--- src/rtl/pc_seq_pkg.sv ---
// Shared definitions for the PC fetch sequencer: state encoding, default width and latency bounds.
// The optional branch path is enabled by defining PC_SEQ_BRANCH_EN.
package pc_seq_pkg;

    typedef enum logic [1:0] {
        IDLE   = 2'd0,
        FETCH  = 2'd1,
        WAIT   = 2'd2,
        UPDATE = 2'd3
    } pc_state_e;

    localparam int PC_SEQ_ADDR_W  = 5;
    localparam int PC_SEQ_LAT_MIN = 1;
    localparam int PC_SEQ_LAT_MAX = 15;
    localparam int PC_SEQ_CNT_W   = 4;

    // Out-of-range latencies are pulled into the legal window so the wait counter stays in range.
    function automatic int clamp_lat(input int lat);
        if (lat < PC_SEQ_LAT_MIN) return PC_SEQ_LAT_MIN;
        if (lat > PC_SEQ_LAT_MAX) return PC_SEQ_LAT_MAX;
        return lat;
    endfunction

endpackage

--- src/rtl/pc_branch_latch.sv ---
// Holds a pending branch request and its target until the sequencer consumes it on a PC write.
// Only instantiated when PC_SEQ_BRANCH_EN is defined.
module pc_branch_latch
    import pc_seq_pkg::*;
#(
    parameter int ADDR_W = PC_SEQ_ADDR_W
) (
    input  logic              clk,
    input  logic              rst,
    input  logic              req,
    input  logic [ADDR_W-1:0] req_target,
    input  logic              consume,
    output logic              pending,
    output logic [ADDR_W-1:0] target
);

    // A new request outranks the consume of the old one, so a request on the
    // write edge survives into the following update; later requests overwrite.
    always_ff @(posedge clk or posedge rst) begin
        if (rst) begin
            pending <= 1'b0;
            target  <= '0;
        end else if (req) begin
            pending <= 1'b1;
            target  <= req_target;
        end else if (consume) begin
            pending <= 1'b0;
        end
    end

endmodule

--- src/rtl/pc_sequencer.sv ---
// Fetch sequencer: FETCH -> WAIT x FETCH_LAT -> UPDATE, driving PCNext/PCWrite to the ProgramCounter.
// Define PC_SEQ_BRANCH_EN to include the branch latch and target mux.
module pc_sequencer
    import pc_seq_pkg::*;
#(
    parameter int ADDR_W    = PC_SEQ_ADDR_W,
    parameter int FETCH_LAT = 2
) (
    input  logic              Clk,
    input  logic              Reset,
    input  logic [ADDR_W-1:0] PCResult,
    input  logic              BranchReq,
    input  logic [ADDR_W-1:0] BranchTarget,
    input  logic              Stall,
    input  logic              Halt,
    output logic [ADDR_W-1:0] PCNext,
    output logic              PCWrite,
    output logic              FetchValid,
    output logic [ADDR_W-1:0] FetchAddr,
    output logic [1:0]        State
);

    localparam int LAT = clamp_lat(FETCH_LAT);
    localparam logic [PC_SEQ_CNT_W-1:0] LAT_LAST = PC_SEQ_CNT_W'(LAT - 1);

    pc_state_e               state, state_next;
    logic                    halted, halted_next;
    logic [PC_SEQ_CNT_W-1:0] count, count_next;
    logic [ADDR_W-1:0]       addr_reg, next_reg, next_pc;
    logic                    pending;
    logic [ADDR_W-1:0]       target_reg;
    logic                    write_now;

`ifdef PC_SEQ_BRANCH_EN
    pc_branch_latch #(.ADDR_W(ADDR_W)) u_branch (
        .clk        (Clk),
        .rst        (Reset),
        .req        (BranchReq),
        .req_target (BranchTarget),
        .consume    (write_now),
        .pending    (pending),
        .target     (target_reg)
    );
`else
    logic unused_branch;
    assign unused_branch = ^{BranchReq, BranchTarget};
    assign pending       = 1'b0;
    assign target_reg    = '0;
`endif

    // Sequential increment wraps modulo 2^ADDR_W.
    assign next_pc = pending ? target_reg : addr_reg + ADDR_W'(1);

    always_ff @(posedge Clk or posedge Reset) begin
        if (Reset) begin
            state    <= IDLE;
            halted   <= 1'b0;
            count    <= '0;
            addr_reg <= '0;
            next_reg <= '0;
        end else begin
            state  <= state_next;
            halted <= halted_next;
            count  <= count_next;
            if (state == FETCH)  addr_reg <= PCResult;
            if (state == UPDATE) next_reg <= next_pc;
        end
    end

    always_comb begin
        state_next  = state;
        halted_next = halted;
        count_next  = count;
        write_now   = 1'b0;
        case (state)
            IDLE: begin
                if (!halted) state_next = FETCH;
            end
            FETCH: begin
                count_next = LAT_LAST;
                state_next = WAIT;
            end
            WAIT: begin
                if (!Stall) begin
                    if (count == '0) state_next = UPDATE;
                    else             count_next = count - PC_SEQ_CNT_W'(1);
                end
            end
            UPDATE: begin
                if (!Stall) begin
                    write_now = 1'b1;
                    if (Halt) begin
                        state_next  = IDLE;
                        halted_next = 1'b1;
                    end else begin
                        state_next  = FETCH;
                    end
                end
            end
            default: state_next = IDLE;
        endcase
    end

    // FetchValid/FetchAddr form a one-cycle valid strobe with no ready: memory
    // always accepts and its data is assumed back after FETCH_LAT wait cycles.
    assign FetchValid = (state == FETCH);
    assign FetchAddr  = FetchValid ? PCResult : '0;
    assign PCWrite    = write_now;
    assign PCNext     = (state == UPDATE) ? next_pc : next_reg;
    assign State      = state;

endmodule

--- config.mk ---
export PLATFORM = sky130hd
export DESIGN_NAME = pc_sequencer
export DESIGN_NICKNAME = d
export VERILOG_FILES = /design/src/rtl/pc_seq_pkg.sv /design/src/rtl/pc_branch_latch.sv /design/src/rtl/pc_sequencer.sv
export SDC_FILE = /design/constraint.sdc
export NUM_CORES = 1
export LEC_CHECK = 0
export ABC_AREA = 0
export CORE_MARGIN = 2
export CORE_UTILIZATION = 45
export CTS_BUF_LIST = sky130_fd_sc_hd__clkbuf_4
export CTS_CLUSTER_DIAMETER = 100
export DETAILED_ROUTE_END_ITERATION = 8
export PLACE_DENSITY = 0.77
export SLEW_MARGIN = 20
export SYNTH_ARGS = -nofsm -noshare
export SYNTH_HDL_FRONTEND = slang
export SYNTH_SLANG_ARGS = --single-unit
export TNS_END_PERCENT = 1
--- constraint.sdc ---
create_clock -name Clk -period 3.6 [get_ports Clk]
set_input_delay 0.36 -clock Clk [delete_from_list [all_inputs] [get_ports Clk]]
set_output_delay 0.36 -clock Clk [all_outputs]
set_load 0.02 [all_outputs]
* Yosys cells after proc, flatten, opt, wreduce, memory -nomap -nowiden *
Cells that the tools add are included.

word-level totals
  latch bits = 0
  bits in registers = 17
  RAM bits = 0
  bits in read-only memories = 0
  input port bits = 15
  memories = 0
  logic and storage cells = 35
  output and inout port bits = 14

cells by class
  order comparisons = 0
  divide/modulo/power cells = 0
  equal/unequal tests = 8
  mux-type cells = 13
  shift-type cells = 0
  bitwise logic cells = 1
  $add $sub $neg = 2
  multipliers = 0
  reductions and logical operators = 6

operator list
  kind                                                 count
  two-way mux 5 bit                                    2
  != test 2 bit, second input constant                 5
  two-way mux 2 bit                                    4
  two-way mux 4 bit                                    2
  case mux 2 bit (4 select lines)                      1
  case mux 4 bit (2 select lines)                      1
  AND reduction 3 bit                                  2
  adder 5 x 1 -> 5 bit, second input constant          1
  equality test 2 bit, second input constant           2
  zero test 4 bit                                      1
  AND reduction 4 bit                                  1
  subtractor 4 x 1 -> 4 bit, second input constant     1
  two-way mux 1 bit                                    3
  equality test 2 x 1 -> 1 bit, second input constant  1
  zero test 2 bit                                      1
  nonzero test 2 bit                                   1
  NOT 1 bit                                            1

* Longest topological paths before layout *
Gate-level depths: netlist (run 1).

  depth after elaboration = 4
  depth in mapped cells = 5
  mapped depth without buffers = 5

* Worst setup path before layout (run 1) *
Ideal clock, no wire load.

  kind = register to output
  start = register state[1] (netlist: State[1])
  end = output FetchAddr[0]
  required time = 3.240 ns
  slack = 1.732 ns
  arrival time = 1.508 ns
  cell stages (with the launch flop) = 5
  buffers on the path = 1
  cells stage by stage = dfrtp_1 > inv_1 > ha_1 > clkbuf_1 > and2_1

on the way
  cells in the longest elaborated chain, start to end = 2

ends and longest elaborated chain
  item                          line                 RTL
  start, declared               pc_sequencer.sv:26   pc_state_e state, state_next;
  start signal, assigned        pc_sequencer.sv:62   state <= state_next;
  equality test 2 x 1 -> 1 bit  pc_sequencer.sv:106  assign FetchValid = (state == FETCH);
  net FetchValid                pc_sequencer.sv:18   output logic FetchValid,
  two-way mux 5 bit             pc_sequencer.sv:107  assign FetchAddr = FetchValid ? PCResult : '0;
  end, declared                 pc_sequencer.sv:19   output logic [ADDR_W-1:0] FetchAddr,

The timed path passes the listed nets, and every way through them passes these cells.

* Final worst setup path (run 1) *
  start = register state[1] (netlist: State[1])
  end = output FetchAddr[3]

on the way
  cells in the longest elaborated chain, start to end = 2

ends and longest elaborated chain
  item                          line
  equality test 2 x 1 -> 1 bit  pc_sequencer.sv:106
  two-way mux 5 bit             pc_sequencer.sv:107

No other way between the ends.

==> impl_metrics.yaml, run 1 <==
cells_and_area:
  syn_to_final_growth_pct: 28.6
  multi_input_area_um2: 494
  fin_util_pct: 62.1
  fin_area_mm2: 0.00123
  diodes: 0
  register_area_um2: 425
  fill_cells: 159
  layout-drive-gt1-share_pct: 10.8
  nets: 136
power:
  power.leakage_nw: 0.528
  irDropWorstVdd_uv: 768
  power_mw: 1.19
  powerDensity_mw_per_mm2: 967
synth:
  synth_seq_area_share_pct: 44.4
  yosys_warnings: 0
  synth_commonest_cells: "17 x dfrtp_1, 9 x ha_1, 8 x inv_1"
  synth_cell_types: 29
  postSynthAreaPerCell_um2: 11.0
  yosysTopAreaCell: "dfrtp_1"
  yosysMostFrequentCell: "dfrtp_1"
  synthFlopType: "dfrtp_1"
  synth_edf_count: 0
  synth_area_leaders: "dfrtp_1 44%, ha_1 12%, mux2_2 7.1%"
  syn-num-nets: 111
  syn_inst: 87
  synth_top_area_share_pct: 44.4
  synth_seq_cells: 17
  syn_area_um2: 957
  async_reset_ff_share_pct: 100
clock_tree:
  htreeDepth: 1
  cts_max_path_buffers: 2
  cts_root_buf: "clkbuf_4"
  cts.sinks: 17
  clkLatencyLatePin_ps: 280
  cts-resized-gates: 0
  post_cts_buffers: 0
  path_clk_slew_ps: 100
  hold_buffers: 0
  cts_tree: "done"
  cts_buffers: 3
placement:
  port_buffers: 22
  place_hpwl_um: 1370
  place_congestion: 0.784
  placed_area_mm2: 0.00120
  place_ws_ps: 1390
detailed_routing:
  vias: 682
  via_per_inst: 4.94
  dr.pass1.iters: 4
  drt_iter0_markers: 9
  routedWlPerCell_um: 13.2
  drc_errors: 0
  antenna_left: 0
  drt_wl_total_um: 1820
critical_path:
  path_class: "reg -> out"
  required_ps: 3240
  timing.rr.end: "State[1]"
  crit-reg2reg-launch: "count[0]"
  endpoint: "FetchAddr[3]"
  path_max_fanout: 14
  cp-end-kind: "output pin"
  crit_path_start_kind: "flop"
  critPathMaxStageDelay_ps: 600
  cp_cell_sequence: "inv_1 -> ha_1 -> and2_1 -> clkdlybuf4s50_1"
  cp-startpoint: "State[1]"
  crit_arrival_ps: 2170
  slowest_stage: "clkdlybuf4s50_1"
  reg2reg_depth: 5
  r2r_slack_ps: 1740
timing:
  period_share_pct: 70.3
  setup_slack_ps: 1070
  rsz0062_at_grt: "false"
  max-slew-margin-rel_pct: 59.2
  tns_ps: 0
  fmax_mhz: 395
  finClkSkew_ps: 2.18
  period_minus_slack_ps: 2530
  slew_viol_final: 0
  setup_violations: 0
  worst_pin_slew_ps: 611
  hold_viol: 0
run_status:
  status: "finished, final reports clean"
grt:
  overflow: 0
  grt_pass1_wl_um: 3110
  antenna_found_initial: 0
  grt_pass1_vias: 682
  grt_max_degree: 18
  gr-usage-all-layers_pct: 16.5
die:
  die_area_mm2: 0.00251
  core_area_mm2: 0.00198
  die_h_um: 50.1
  initial_core_util_pct: 48.3
  io_pins: 29
  fp-row-count: 16
  die_w_um: 50.1
run:
  drv_cap: 0
worst_hold_path:
  hold_class: "in -> async"
==> area by class of cell <==
cell class / count / share of cell area [%]
Sequential cell: 17 / 34.6
Tap cell: 27 / 2.74
Multi-Input combinational cell: 60 / 40.1
Clock buffer: 3 / 1.83
Inverter: 8 / 2.44
Timing Repair Buffer: 22 / 17.9
Clock inverter: 1 / 0.407
==> metal layers <==
metal / wire [µm] / vias up / global-route usage, %
met5: 0 / - / 0
met4: 12 / 0 / 7.87
met3: 91 / 2 / 3.33
met2: 852 / 24 / 27.4
met1: 868 / 301 / 20.3
li1: - / 355 / -
==> worst max-delay path: cells and delay by family (launching register included) <==
family	cells	cell delay (ps)
buf+inv	2	730
flops	1	460
simple gates	1	200
fa+ha+maj	1	480
==> report_power, final <==
| part | total (mW) | switching [mW] | internal (mW) |
|---|---|---|---|
| Clock | 0.0989 | 0.0576 | 0.0413 |
| Sequential | 0.364 | 0.0803 | 0.284 |
| Combinational | 0.728 | 0.366 | 0.362 |
| Total | 1.19 | 0.504 | 0.687 |
==> worst min-delay path by stage <==
stage                start          end
5_1_grt        next_reg[1]  next_reg[1]
3_5_place_dp   next_reg[1]  next_reg[1]
6_report             Reset  addr_reg[1]
4_1_cts              Reset  addr_reg[1]
2_1_floorplan        Reset     State[0]
3_3_place_gp   next_reg[1]  next_reg[1]
==> cell usage in the layout (no fill, tap or decap), types with 2 or more instances in the layout <==
cell type and n:
clkdlybuf4s50_1 22, dfrtp_1 17, ha_1 9, inv_1 8, mux2_2 6, and2_1 5
nand2b_1 4, nor2_1 4, a21oi_1 4, nand3_1 3, mux2i_1 3, clkbuf_4 3
o211ai_1 2, nand2_1 2, xor2_1 2, a211oi_1 2
==> stage by stage <==
step,hold slack [ps],std cells
after floorplan,286,87
after global placement,483,134
after detailed placement,488,134
after CTS,457,138
after global routing,523,138
final,435,138
==> cell families after synthesis <==
family / after synthesis / synth area share (%)
and+or+nand+nor: 24 / 14.6
buffers and inverters: 10 / 3.92
AOI/OAI and AO/OA: 14 / 11.1
xor gates and xnor gates: 3 / 2.75
muxes: 10 / 11.4
adders and majority gates: 9 / 11.8
DFF: 17 / 44.4
(Power assumes the default switching activity.)
==> run 2, diff against run 1 <==
--- a/config.mk
+++ b/config.mk
@@ -7,7 +7,7 @@
 export LEC_CHECK = 0
 export ABC_AREA = 0
 export CORE_MARGIN = 2
-export CORE_UTILIZATION = 45
+export CORE_UTILIZATION = 43
 export CTS_BUF_LIST = sky130_fd_sc_hd__clkbuf_4
 export CTS_CLUSTER_DIAMETER = 100
 export DETAILED_ROUTE_END_ITERATION = 8
==> constraint.sdc (replaced) <==
create_clock -name Clk -period 2.2 [get_ports Clk]
set_input_delay 0.22 -clock Clk [delete_from_list [all_inputs] [get_ports Clk]]
set_output_delay 0.22 -clock Clk [all_outputs]
set_load 0.02 [all_outputs]
==> impl_metrics.yaml, run 2 (synthesis gave the netlist of run 1 again) <==
grt:
  antenna_found_initial: 0
  overflow: 0
  grt_pass1_vias: 766
  gr-usage-all-layers_pct: 16.9
  grt_pass1_wl_um: 3320
  grt_max_degree: 18
detailed_routing:
  drt_iter0_markers: 10
  dr.pass1.iters: 4
  routedWlPerCell_um: 13.3
  via_per_inst: 5.16
  drt_wl_total_um: 1860
  vias: 722
  antenna_left: 0
  drc_errors: 0
cells_and_area:
  nets: 137
  fin_util_pct: 60.0
  layout_commonest_cell: "dfrtp_1"
  instances_no_fill: 140
  final_cell_mix: "15 x dfrtp_1, 13 x clkdlybuf4s50_1, 8 x inv_1, 8 x dlymetal6s2s_1, 7 x ha_1"
  fill_cells: 176
  multi_input_area_um2: 519
  diodes: 0
  register_area_um2: 428
  layout-drive-gt1-share_pct: 15.2
  syn_to_final_growth_pct: 34.6
clock_tree:
  cts_tree: "done"
  cts_buffers: 3
  cts_root_buf: "clkbuf_4"
  post_cts_buffers: 0
  path_clk_slew_ps: 110
  htreeDepth: 1
  cts.sinks: 17
  clkLatencyLatePin_ps: 290
  cts_max_path_buffers: 2
timing:
  period_share_pct: 95.8
  period_minus_slack_ps: 2110
  hold_slack_ps: 311
  max-slew-margin-rel_pct: 55.9
  finClkSkew_ps: 8.06
  setup_slack_ps: 93.1
  fmax_mhz: 475
  hold_viol: 0
  worst_pin_slew_ps: 660
  slew_viol_final: 0
  setup_violations: 0
  rsz0062_at_grt: "false"
placement:
  port_buffers: 22
  dp_cells: 136
  place_hpwl_um: 1390
  place_congestion: 0.766
  place_ws_ps: 208
power:
  power.leakage_nw: 0.632
  irDropWorstVdd_uv: 901
  powerDensity_mw_per_mm2: 1540
die:
  die_area_mm2: 0.00262
  die_w_um: 51.2
  core_area_mm2: 0.00215
  die_h_um: 51.2
  initial_core_util_pct: 44.6
  fp-row-count: 17
  io_pins: 29
worst_hold_path:
  hold_class: "in -> async"
critical_path:
  cp-end-kind: "output pin"
  crit_path_start_kind: "flop"
  path_max_fanout: 9
  path_class: "reg -> out"
  crit_arrival_ps: 1890
  required_ps: 1980
run:
  drv_cap: 0
run_status:
  status: "finished, final reports clean"
## run 2: cell types whose count changed in the layout (fill, tap and decap cells not counted)
cell,delta
buf_4,+1
clkdlybuf4s50_1,-9
clkinv_2,-1
clkinvlp_4,+1
dfrtp_1,-2
dfrtp_2,+2
dlygate4sd2_1,+1
dlymetal6s2s_1,+8
ha_1,-2
ha_4,+2
## run 2: per-stage QoR
stage / power (mW) / cell area (µm²) / setup TNS [ps]
2_1_floorplan: 1.35 / 957 / 0
3_3_place_gp: 1.77 / 1210 / 0
3_5_place_dp: 1.81 / 1210 / 0
4_1_cts: 1.99 / 1250 / -227
5_1_grt: 2.17 / 1290 / 0
6_report: 1.99 / 1290 / 0
## run 2: routing by layer
layer  vias to the layer above  share of wire, %  track usage (%)
li1                        354                 -                -
met1                       345                43             20.2
met2                        21                52             29.9
met3                         2               4.1             2.05
met4                         0               1.2             8.11
met5                         -                 0                0
## run 2: power by group
part | internal, mW | total, mW | switching [mW] | leakage (nW)
Sequential | 0.468 | 0.608 | 0.140 | 0.196
Clock | 0.0691 | 0.175 | 0.106 | 0.0139
Combinational | 0.606 | 1.21 | 0.601 | 0.422
## run 2: final timing paths
check | slack (ps) | to | depth (start not counted) | startpoint
worst max-delay path | 90 | PCNext[1] | 3 | State[0]
worst min-delay path | 310 | addr_reg[3] | 2 | Reset
min in group Clk | 510 | next_reg[1] | 1 | next_reg[1]
worst max register to register | 380 | State[1] | 5 | State[0]
max in group asynchronous | 1430 | State[0] | 2 | Reset
worst min register to register | 510 | next_reg[1] | 1 | next_reg[1]
## run 2: layout make-up
| type | instances | area share [%] |
|---|---|---|
| Clock buffer | 3 | 1.75 |
| Tap cell | 28 | 2.72 |
| Sequential cell | 17 | 33.2 |
| Clock inverter | 1 | 0.583 |
| Multi-Input combinational cell | 60 | 40.3 |
| Inverter | 8 | 2.33 |
| Timing Repair Buffer | 23 | 19.1 |
## run 2: what timing repair did
item	4_1_cts	5_1_grt
setup endpoints to repair	11	11
hold buffers	0	0
resized for setup	3	12
## run 2: worst max-delay path: stages (launching register included)
cell and delay, ps:
dfrtp_2 470, ha_4 220, mux2_2 360, clkdlybuf4s50_1 540
